$ cat src/rtl/fptd_seq_pkg.sv
// Shared types and helpers for the FPTD dual-core run sequencer.
//   seq_state_t : sequencer FSM states
//   core_res_t  : one core's captured result (valid flag + error count)
//   sat_add     : saturating adder used by the mismatch counter and error sums
package fptd_seq_pkg;

  localparam int EW_DEF   = 7;    // core Errors width
  localparam int RW_DEF   = 8;    // run counter / NumRuns / MismatchCnt width
  localparam int SW_DEF   = 16;   // accumulated error sum width
  localparam int TW_DEF   = 8;    // watchdog counter width
  localparam int TMAX_DEF = 255;  // watchdog limit in cycles

  // Captured errors are held at a fixed maximum width; narrower cores are
  // zero-extended into it, which leaves equality and addition unchanged.
  localparam int EW_MAX = 16;

  typedef enum logic [2:0] {
    S_IDLE,
    S_WAIT_DATA,
    S_LOAD,
    S_START,
    S_WAIT_RDY,
    S_COMPARE,
    S_NEXT,
    S_DONE
  } seq_state_t;

  typedef struct packed {
    logic              valid;
    logic [EW_MAX-1:0] errors;
  } core_res_t;

  // a + b clamped to max_val; the 33-bit sum cannot wrap.
  function automatic logic [31:0] sat_add(input logic [31:0] a,
                                          input logic [31:0] b,
                                          input logic [31:0] max_val);
    logic [32:0] sum;
    sum = {1'b0, a} + {1'b0, b};
    return (sum > {1'b0, max_val}) ? max_val : sum[31:0];
  endfunction

endpackage

$ cat src/rtl/fptd_seq_wdog.sv
// Watchdog for the WAIT_RDY phase.
//   i_clk, i_rst_n : clock, asynchronous active-low reset
//   i_clr          : synchronous clear (issued while the sequencer is in START)
//   i_en           : count this cycle (sequencer in WAIT_RDY)
//   o_expire       : this cycle's increment brings the count to TMAX
module fptd_seq_wdog #(
  parameter int TW   = 8,
  parameter int TMAX = 255
) (
  input  logic i_clk,
  input  logic i_rst_n,
  input  logic i_clr,
  input  logic i_en,
  output logic o_expire
);

  logic [TW-1:0] r_cnt;

  // NOTE: sequential state uses non-blocking assignments so every flop
  // samples the pre-edge values of its peers, independent of block order.
  always_ff @(posedge i_clk or negedge i_rst_n) begin
    if (!i_rst_n) begin
      r_cnt <= '0;
    end else if (i_clr) begin
      r_cnt <= '0;
    end else if (i_en && (r_cnt != TW'(TMAX))) begin
      r_cnt <= r_cnt + TW'(1);
    end
  end

  // Flagged one cycle early so the sequencer leaves WAIT_RDY on the very
  // edge at which the count reaches TMAX.
  assign o_expire = i_en && (r_cnt == TW'(TMAX - 1));

endmodule

$ cat src/rtl/fptd_run_seq.sv
// Run sequencer for the dual-core FPTD error-rate test.
// Per run: wait for a fresh input vector, strobe LoadReq, pulse Start to both
// cores, collect both results under a watchdog, compare and accumulate.
//   Clock, nReset            : core clock, asynchronous active-low reset
//   Go                       : campaign enable level (low aborts / acknowledges)
//   NumRuns                  : runs per campaign, latched on leaving IDLE
//   DataReady                : input shift register holds a new vector
//   LoadReq, Start           : registered one-cycle strobes
//   Ready/Valid/Errors 1,2   : per-core result handshakes
//   Busy, Done, Timeout      : campaign status (Timeout sticky per campaign)
//   RunIdx, MismatchCnt      : runs completed, runs whose results differ
//   ErrSum1, ErrSum2         : saturating sums of valid Errors per core
module fptd_run_seq
  import fptd_seq_pkg::*;
#(
  parameter int EW   = EW_DEF,
  parameter int RW   = RW_DEF,
  parameter int SW   = SW_DEF,
  parameter int TMAX = TMAX_DEF,
  parameter int TW   = TW_DEF
) (
  input  logic          Clock,
  input  logic          nReset,
  input  logic          Go,
  input  logic [RW-1:0] NumRuns,
  input  logic          DataReady,
  output logic          LoadReq,
  output logic          Start,
  input  logic          Ready1,
  input  logic          Valid1,
  input  logic [EW-1:0] Errors1,
  input  logic          Ready2,
  input  logic          Valid2,
  input  logic [EW-1:0] Errors2,
  output logic          Busy,
  output logic          Done,
  output logic          Timeout,
  output logic [RW-1:0] RunIdx,
  output logic [RW-1:0] MismatchCnt,
  output logic [SW-1:0] ErrSum1,
  output logic [SW-1:0] ErrSum2
);

  localparam logic [31:0] MM_MAX  = 32'((64'd1 << RW) - 64'd1);
  localparam logic [31:0] SUM_MAX = 32'((64'd1 << SW) - 64'd1);

  seq_state_t    r_state, w_next;
  logic          r_load_req, r_start, r_timeout;
  logic          r_seen1, r_seen2;
  core_res_t     r_res1, r_res2;
  logic [RW-1:0] r_num_runs, r_run_idx, r_mm;
  logic [SW-1:0] r_sum1, r_sum2;

  logic          w_busy, w_done, w_wdog_en, w_wdog_clr, w_expire;
  logic          w_take1, w_take2, w_both, w_mismatch;
  logic [RW-1:0] w_run_idx_inc;

  fptd_seq_wdog #(.TW(TW), .TMAX(TMAX)) u_wdog (
    .i_clk   (Clock),
    .i_rst_n (nReset),
    .i_clr   (w_wdog_clr),
    .i_en    (w_wdog_en),
    .o_expire(w_expire)
  );

  // Only the first Ready per core per run is taken.
  assign w_take1       = (r_state == S_WAIT_RDY) && Ready1 && !r_seen1;
  assign w_take2       = (r_state == S_WAIT_RDY) && Ready2 && !r_seen2;
  assign w_both        = (r_seen1 || w_take1) && (r_seen2 || w_take2);
  assign w_run_idx_inc = r_run_idx + RW'(1);
  assign w_mismatch    = (r_res1.valid != r_res2.valid) ||
                         (r_res1.valid && r_res2.valid && (r_res1.errors != r_res2.errors));

  // State register
  always_ff @(posedge Clock or negedge nReset) begin
    if (!nReset) r_state <= S_IDLE;
    else         r_state <= w_next;
  end

  // Next-state logic
  // NOTE: every combinational output gets a default first, so no path
  // leaves it unassigned and no latch is inferred.
  always_comb begin
    w_next = r_state;
    case (r_state)
      S_IDLE:      if (Go) w_next = (NumRuns == '0) ? S_DONE : S_WAIT_DATA;
      S_WAIT_DATA: if (DataReady) w_next = S_LOAD;
      S_LOAD:      w_next = S_START;
      S_START:     w_next = S_WAIT_RDY;
      S_WAIT_RDY: begin
        // A result landing on the expiry cycle still counts.
        if (w_both)        w_next = S_COMPARE;
        else if (w_expire) w_next = S_DONE;
      end
      S_COMPARE:   w_next = S_NEXT;
      S_NEXT:      w_next = (w_run_idx_inc == r_num_runs) ? S_DONE : S_WAIT_DATA;
      S_DONE:      if (!Go) w_next = S_IDLE;
      default:     w_next = S_IDLE;
    endcase
    if (w_busy && !Go) w_next = S_IDLE;
  end

  // State-decoded outputs
  always_comb begin
    w_busy     = 1'b1;
    w_done     = 1'b0;
    w_wdog_en  = (r_state == S_WAIT_RDY);
    w_wdog_clr = (r_state == S_START);
    case (r_state)
      S_IDLE:  w_busy = 1'b0;
      S_DONE: begin
        w_busy = 1'b0;
        w_done = 1'b1;
      end
      default: ;
    endcase
  end

  // Datapath: strobes, capture registers, counters and sums.
  always_ff @(posedge Clock or negedge nReset) begin
    if (!nReset) begin
      r_load_req <= 1'b0;
      r_start    <= 1'b0;
      r_timeout  <= 1'b0;
      r_seen1    <= 1'b0;
      r_seen2    <= 1'b0;
      r_res1     <= '0;
      r_res2     <= '0;
      r_num_runs <= '0;
      r_run_idx  <= '0;
      r_mm       <= '0;
      r_sum1     <= '0;
      r_sum2     <= '0;
    end else begin
      // Strobes are flopped from the next state so they coincide exactly
      // with LOAD / START and never follow an input combinationally.
      r_load_req <= (w_next == S_LOAD);
      r_start    <= (w_next == S_START);

      if ((r_state == S_IDLE) && (w_next != S_IDLE)) begin
        r_num_runs <= NumRuns;
        r_run_idx  <= '0;
        r_mm       <= '0;
        r_sum1     <= '0;
        r_sum2     <= '0;
        r_timeout  <= 1'b0;
      end

      if (r_state == S_START) begin
        r_seen1 <= 1'b0;
        r_seen2 <= 1'b0;
      end
      if (w_take1) begin
        r_seen1       <= 1'b1;
        r_res1.valid  <= Valid1;
        r_res1.errors <= EW_MAX'(Errors1);
      end
      if (w_take2) begin
        r_seen2       <= 1'b1;
        r_res2.valid  <= Valid2;
        r_res2.errors <= EW_MAX'(Errors2);
      end

      if ((r_state == S_WAIT_RDY) && (w_next == S_DONE)) r_timeout <= 1'b1;

      if (r_state == S_COMPARE) begin
        if (w_mismatch) r_mm <= RW'(sat_add(32'(r_mm), 32'd1, MM_MAX));
        if (r_res1.valid) r_sum1 <= SW'(sat_add(32'(r_sum1), 32'(r_res1.errors), SUM_MAX));
        if (r_res2.valid) r_sum2 <= SW'(sat_add(32'(r_sum2), 32'(r_res2.errors), SUM_MAX));
      end

      if (r_state == S_NEXT) r_run_idx <= w_run_idx_inc;
    end
  end

  assign LoadReq     = r_load_req;
  assign Start       = r_start;
  assign Busy        = w_busy;
  assign Done        = w_done;
  assign Timeout     = r_timeout;
  assign RunIdx      = r_run_idx;
  assign MismatchCnt = r_mm;
  assign ErrSum1     = r_sum1;
  assign ErrSum2     = r_sum2;

endmodule

$ cat config.mk
export PLATFORM = sky130hd
export DESIGN_NAME = fptd_run_seq
export DESIGN_NICKNAME = d
export VERILOG_FILES = /design/src/rtl/fptd_seq_pkg.sv /design/src/rtl/fptd_seq_wdog.sv /design/src/rtl/fptd_run_seq.sv
export SDC_FILE = /design/constraint.sdc
export NUM_CORES = 1
export LEC_CHECK = 0
export ABC_CLOCK_PERIOD_IN_PS = 2100
export BUFFER_PORTS_ARGS = -buffer_cell sky130_fd_sc_hd__buf_2
export CORE_MARGIN = 2
export CORE_UTILIZATION = 37
export DETAILED_ROUTE_END_ITERATION = 10
export GPL_TIMING_DRIVEN = 0
export HOLD_SLACK_MARGIN = 0.15
export PLACE_DENSITY = 0.66
export SYNTH_ARGS = -nofsm -noshare
export SYNTH_HDL_FRONTEND = slang
export SYNTH_HIERARCHICAL = 1
export SYNTH_SLANG_ARGS = --single-unit
$ cat constraint.sdc
create_clock -name Clock -period 2.1 [get_ports Clock]
set_input_delay 0.105 -clock Clock [delete_from_list [all_inputs] [get_ports Clock]]
set_output_delay 0.105 -clock Clock [all_outputs]
set_load 0.05 [all_outputs]
## After elaboration in Yosys (flattened, before gate mapping)

Cells that the tools add are included.

- $add $sub $neg: 5
- Order comparisons: 3
- Eq/ne operators: 15
- Muxes and demuxes: 32
- Reductions and logical operators: 27

Operators by type and width:

| cell | number |
|---|---|
| $mux 16 | 8 |
| $mux 8 | 8 |
| $add 16x7->17 | 2 |
| $gt 17x16->1 const B | 2 |
| $mux 3 | 8 |
| $pmux 3 s8 | 1 |
| $add 8x1->8 const B | 2 |
| $eq 3x3->1 const B | 5 |
| $eq 3x2->1 const B | 4 |
| $logic_and 1x1->1 | 12 |
| $reduce_bool 2->1 | 5 |
| $add 8x1->9 const B | 1 |
| $gt 9x8->1 const B | 1 |
| $eq 8x8->1 | 1 |
| $eq 8x8->1 const B | 1 |
| $logic_not 8->1 | 1 |
| $ne 8x8->1 const B | 1 |
| $mux 1 | 7 |
| $ne 7x7->1 | 1 |
| $eq 3x1->1 const B | 1 |
| $logic_not 1->1 | 3 |
| $logic_not 3->1 | 1 |
| $logic_or 1x1->1 | 3 |
| $reduce_bool 3->1 | 1 |
| other kinds (2) | 2 |

- Register bits after elaboration: 88
- Input port bits: 30
- Output and inout bits: 53
- Logic and storage cells: 98

## Depth between registers and ports, before layout

- Depth after elaboration: 13
- Mapped depth: 9

## Hierarchy

Netlist, hierarchy kept.

By module, submodules not included:

| module | times used | cells an instance | area an instance (µm²) | sequential area each (µm²) |
|---|---|---|---|---|
| fptd_run_seq | 1 | 500 | 4715.8 | 2001.9 |
| fptd_seq_wdog | 1 | 51 | 500.5 | 200.2 |

## Worst setup path after synthesis

No wires, ideal clock.

- Path type: register -> register
- Start: register r_sum2[0], in the netlist ErrSum2[0]
- End: register r_sum2[5], in the netlist ErrSum2[5]
- Arrival: 2.438 ns
- Slack: -0.469 ns
- Stages on the path, launching flop included: 10
- Buffers on the path: 1
- Clock period less this slack: 2.569 ns
- Cells stage by stage: dfrtp_1 > ha_1 > fa_1 > a21o_1 > a21oi_1 > o21a_1 > or3_1 > buf_2 > o21ai_0 > or3_1

- Longest elaborated chain between the ends: 5

RTL lines:

| element | line | RTL |
|---|---|---|
| from (decl) | fptd_run_seq.sv:52 | `logic [SW-1:0] r_sum1, r_sum2;` |
| from (signal assigned) | fptd_run_seq.sv:169 | `if (r_res2.valid) r_sum2 <= SW'(sat_add(32'(r_sum2), 32'(r_res2.errors), SUM_MAX));` |
| $add 16x7->17 * | fptd_seq_pkg.sv:38 | `sum = {1'b0, a} + {1'b0, b};` |
| $gt 17x16->1 | fptd_seq_pkg.sv:39 | `return (sum > {1'b0, max_val}) ? max_val : sum[31:0];` |
| $mux 16 * | fptd_seq_pkg.sv:39 |  |
| $mux 16 * | fptd_run_seq.sv:169 |  |
| $mux 16 * | fptd_run_seq.sv:166 | `if (r_state == S_COMPARE) begin` |

Mark *: on every way between the ends. The rest lies on a longest branch, timed or not.
A chain may end at the register's enable or synchronous reset.

## Final worst setup path

- Start: register r_sum1[0], in the netlist ErrSum1[0]
- End: register r_sum1[8], in the netlist ErrSum1[8]

- Longest elaborated chain between the ends: 5

RTL lines:

| element | line | RTL |
|---|---|---|
| from (decl) | fptd_run_seq.sv:52 |  |
| from (signal assigned) | fptd_run_seq.sv:168 | `if (r_res1.valid) r_sum1 <= SW'(sat_add(32'(r_sum1), 32'(r_res1.errors), SUM_MAX));` |
| $add 16x7->17 * | fptd_seq_pkg.sv:38 |  |
| $gt 17x16->1 | fptd_seq_pkg.sv:39 |  |
| $mux 16 * | fptd_seq_pkg.sv:39 |  |
| $mux 16 * | fptd_run_seq.sv:168 |  |
| $mux 16 * | fptd_run_seq.sv:166 |  |

Marked as above.

==> flow_summary.json <==
{
  "fmaxAchievable_ghz": 0.476,
  "syn_area_um2": 5220,
  "wl_per_cell_um": 16.9,
  "cp_max_fo": 7,
  "totalWireLength_um": 14800,
  "start_util_pct": 37.7,
  "rows": 43,
  "grt_pass1_vias": 4901,
  "antennaDiodeCount": 0,
  "path_cells": "ha_4 -> fa_2 -> a21o_1 -> a21oi_4 -> o21a_4 -> nor3_4 -> buf_4 -> a41o_1 -> nor2_1",
  "via_count": 4866,
  "cts.htree.levels": 3,
  "first_iter_violations": 314,
  "dp_slack_ns": -0.357,
  "drc": 0,
  "slew_headroom_pct": 64.5,
  "layout_commonest_cell": "buf_2",
  "clkTransAtPathRegs_ns": 0.06,
  "fin_cells": 878,
  "drt-vias-per-instance": 5.54,
  "pin_count": 83,
  "worstSetupPathType": "reg -> reg",
  "power_density_nw_per_um2": 1210,
  "violations": "negative setup slack",
  "holdCritPathClass": "in -> async",
  "fin_crit_sh_pct": 100,
  "startpoint_type": "flip-flop",
  "layout.nets": 745,
  "drt_first_pass_iters": 5,
  "yosys_warnings": 6,
  "syn_area_per_cell_um2": 9.47,
  "cp-endpoint": "ErrSum1[8]",
  "tightest_slew_ns": 0.532,
  "crit_start": "ErrSum1[0]",
  "async_reset_ff_share_pct": 100,
  "grt_overflow": 0,
  "mostFrequentLayoutCells": "83 x buf_2, 68 x dfrtp_1, 59 x nand2_1",
  "r2r-end": "ErrSum1[8]",
  "finalSetupTns_ns": -0.00297,
  "gp_congestion": 0.914,
  "dp.cells": 813,
  "port_buffers": 81,
  "maxCapViolCount": 0,
  "leakagePower_nw": 3.31,
  "clk_latency_ns": 0.35,
  "dp_hpwl_um": 10200,
  "skew_ns": 0.00636,
  "die_h_um": 123,
  "finalHoldViolations": 0,
  "cts_tree": "built",
  "final_area_um2": 6990,
  "ys.flop_type": "dfrtp_1",
  "setup_viol": 1,
  "numCtsBuffers": 9,
  "r2r_cells": 9,
  "antenna_found_initial": 0,
  "antenna_left": 0,
  "clockRootBuffer": "clkbuf_16",
  "area_growth_pct": 34.0,
  "die_w_um": 123,
  "synth-edff-count": 0,
  "drive_gt1_share_pct": 32.1,
  "synth-seq-area-share_pct": 42.2,
  "cp_data_arrival_time_ns": 2.39,
  "cp_slowest_stage_delay_ns": 0.43,
  "grt_setup_unrepaired": "true",
  "syn_inst": 551,
  "grt_usage_pct": 20.4,
  "ir_drop_mv": 0.560,
  "ys_types": 64,
  "clk_path_buf_depth": 2,
  "clock_sinks": 88,
  "core-area_um2": 13800,
  "grt_max_degree": 72,
  "die_area_um2": 15100,
  "power_mw": 8.43,
  "grt_pass1_wl_um": 24000,
  "setup_ws_ns": -0.00297,
  "worstSetupEndpointType": "flip-flop",
  "syn_nets": 603,
  "finalCriticalPeriod_ns": 2.10,
  "cp.required_ns": 2.38,
  "drv_slew": 0,
  "cp_slowest_cell": "dfrtp_2",
  "r2r_start": "ErrSum1[0]",
  "synth-seq-cells": 88,
  "outcome": "finished with violations",
  "regToRegSetupSlack_ns": -0.003,
  "dpl_cell_area_um2": 5970
}
-- through the flow --
| step | hold slack [ns] | utilization [%] |
|---|---|---|
| floorplan | -0.191 | - |
| global route | 0.205 | 50.6 |
| CTS | 0.176 | 49.0 |
| finish | 0.176 | 50.6 |
| detailed placement | 0.00681 | 43.1 |
| global placement | 0.310 | 42.9 |
-- cell families (layout without fill, tap and decap cells) --
kind of cell             after synthesis  in the layout  share of synthesized area [%]
buffers and inverters                 36            183                           2.81
AO/OA/AOI/OAI                        139            139                           17.7
XOR/XNOR                              29             29                           4.87
AND/OR/NAND/NOR                      210            210                           21.2
flip-flops                            88             88                           42.2
multiplexers                          27             27                           5.66
adder cells (fa/ha/maj)               22             22                           5.56
-- routing by layer --
| layer | global-route usage, % | wire (um) | up-vias |
|---|---|---|---|
| li1 | - | - | 2308 |
| met1 | 25.3 | 6370 | 2373 |
| met2 | 34.7 | 7350 | 143 |
| met3 | 3.49 | 629 | 42 |
| met4 | 9.27 | 459 | 0 |
| met5 | 0 | 0 | - |
-- sequential cells by signal, summed over array words and instances, names as in the netlist --
name / cells
LoadReq: 1
r_num_runs: 8
Timeout: 1
r_seen1: 1
MismatchCnt: 8
r_state: 3
ErrSum1: 16
u_wdog/r_cnt: 8
r_seen2: 1
Start: 1
RunIdx: 8
ErrSum2: 16
r_res2: 8
r_res1: 8
-- cell usage after synthesis, types with 4 or more instances --
library cell,n,area share [%]
and2_1,6,0.72
clkbuf_1,15,1.1
a21o_1,7,1.0
nor2_1,39,2.8
o21ai_0,32,3.1
mux2i_1,7,1.3
o21a_1,4,0.58
a31oi_1,17,2.0
a21oi_1,36,3.5
mux2_1,4,0.86
xor2_1,12,2.0
dfrtp_1,88,42
nor3_1,20,1.9
nand2_1,59,4.2
nand3_1,28,2.7
nor2b_1,8,0.96
inv_1,16,1.2
a211oi_1,10,1.4
xnor2_1,17,2.9
ha_1,20,4.8
a41o_1,4,0.77
mux2_2,16,3.5
or4_1,4,0.58
and3_1,12,1.4
-- what timing repair did --
item                       CTS  global route
pin swaps                   11            10
resized for setup           25            40
hold endpoints to repair   113             0
gates cloned                 0             0
hold buffers                26             0
buffers inserted            15            10
setup endpoints to repair   57            55
-- final cells by class --
cell class	count	area, um2
inverter	16	60.1
tap	180	225
multi-input combinational	427	3160
timing repair buffer	133	903
fill	1264	6840
clock inverter	5	80.1
clock buffer	11	243
sequential	88	2230
buffer	18	88.8
-- worst min-delay path by stage --
stage / end / slack, ns / depth (start not counted)
final: u_wdog/r_cnt[6] / 0.18 / 2
after global routing: u_wdog/r_cnt[6] / 0.21 / 2
after CTS: u_wdog/r_cnt[6] / 0.18 / 2
after detailed placement: u_wdog/r_cnt[6] / 0.007 / 1
after global placement: r_num_runs[2] / 0.31 / 3
after floorplan: ErrSum1[0] / -0.19 / 0
-- power by group --
group	total (mW)	internal (mW)	switching [mW]
combinational	3.99	1.62	2.38
clock	1.77	1.07	0.694
sequential	2.67	2.13	0.536
-- critical path: cells and delay by family (launching register included) --
| kind | cells | cell delay [ns] |
|---|---|---|
| buffers and inverters | 1 | 0.16 |
| adder cells (fa/ha/maj) | 2 | 0.51 |
| AO/OA/AOI/OAI | 4 | 0.79 |
| flip-flops | 1 | 0.43 |
| AND/OR/NAND/NOR | 2 | 0.14 |
No activity file was read; power rests on OpenSTA's default activity.
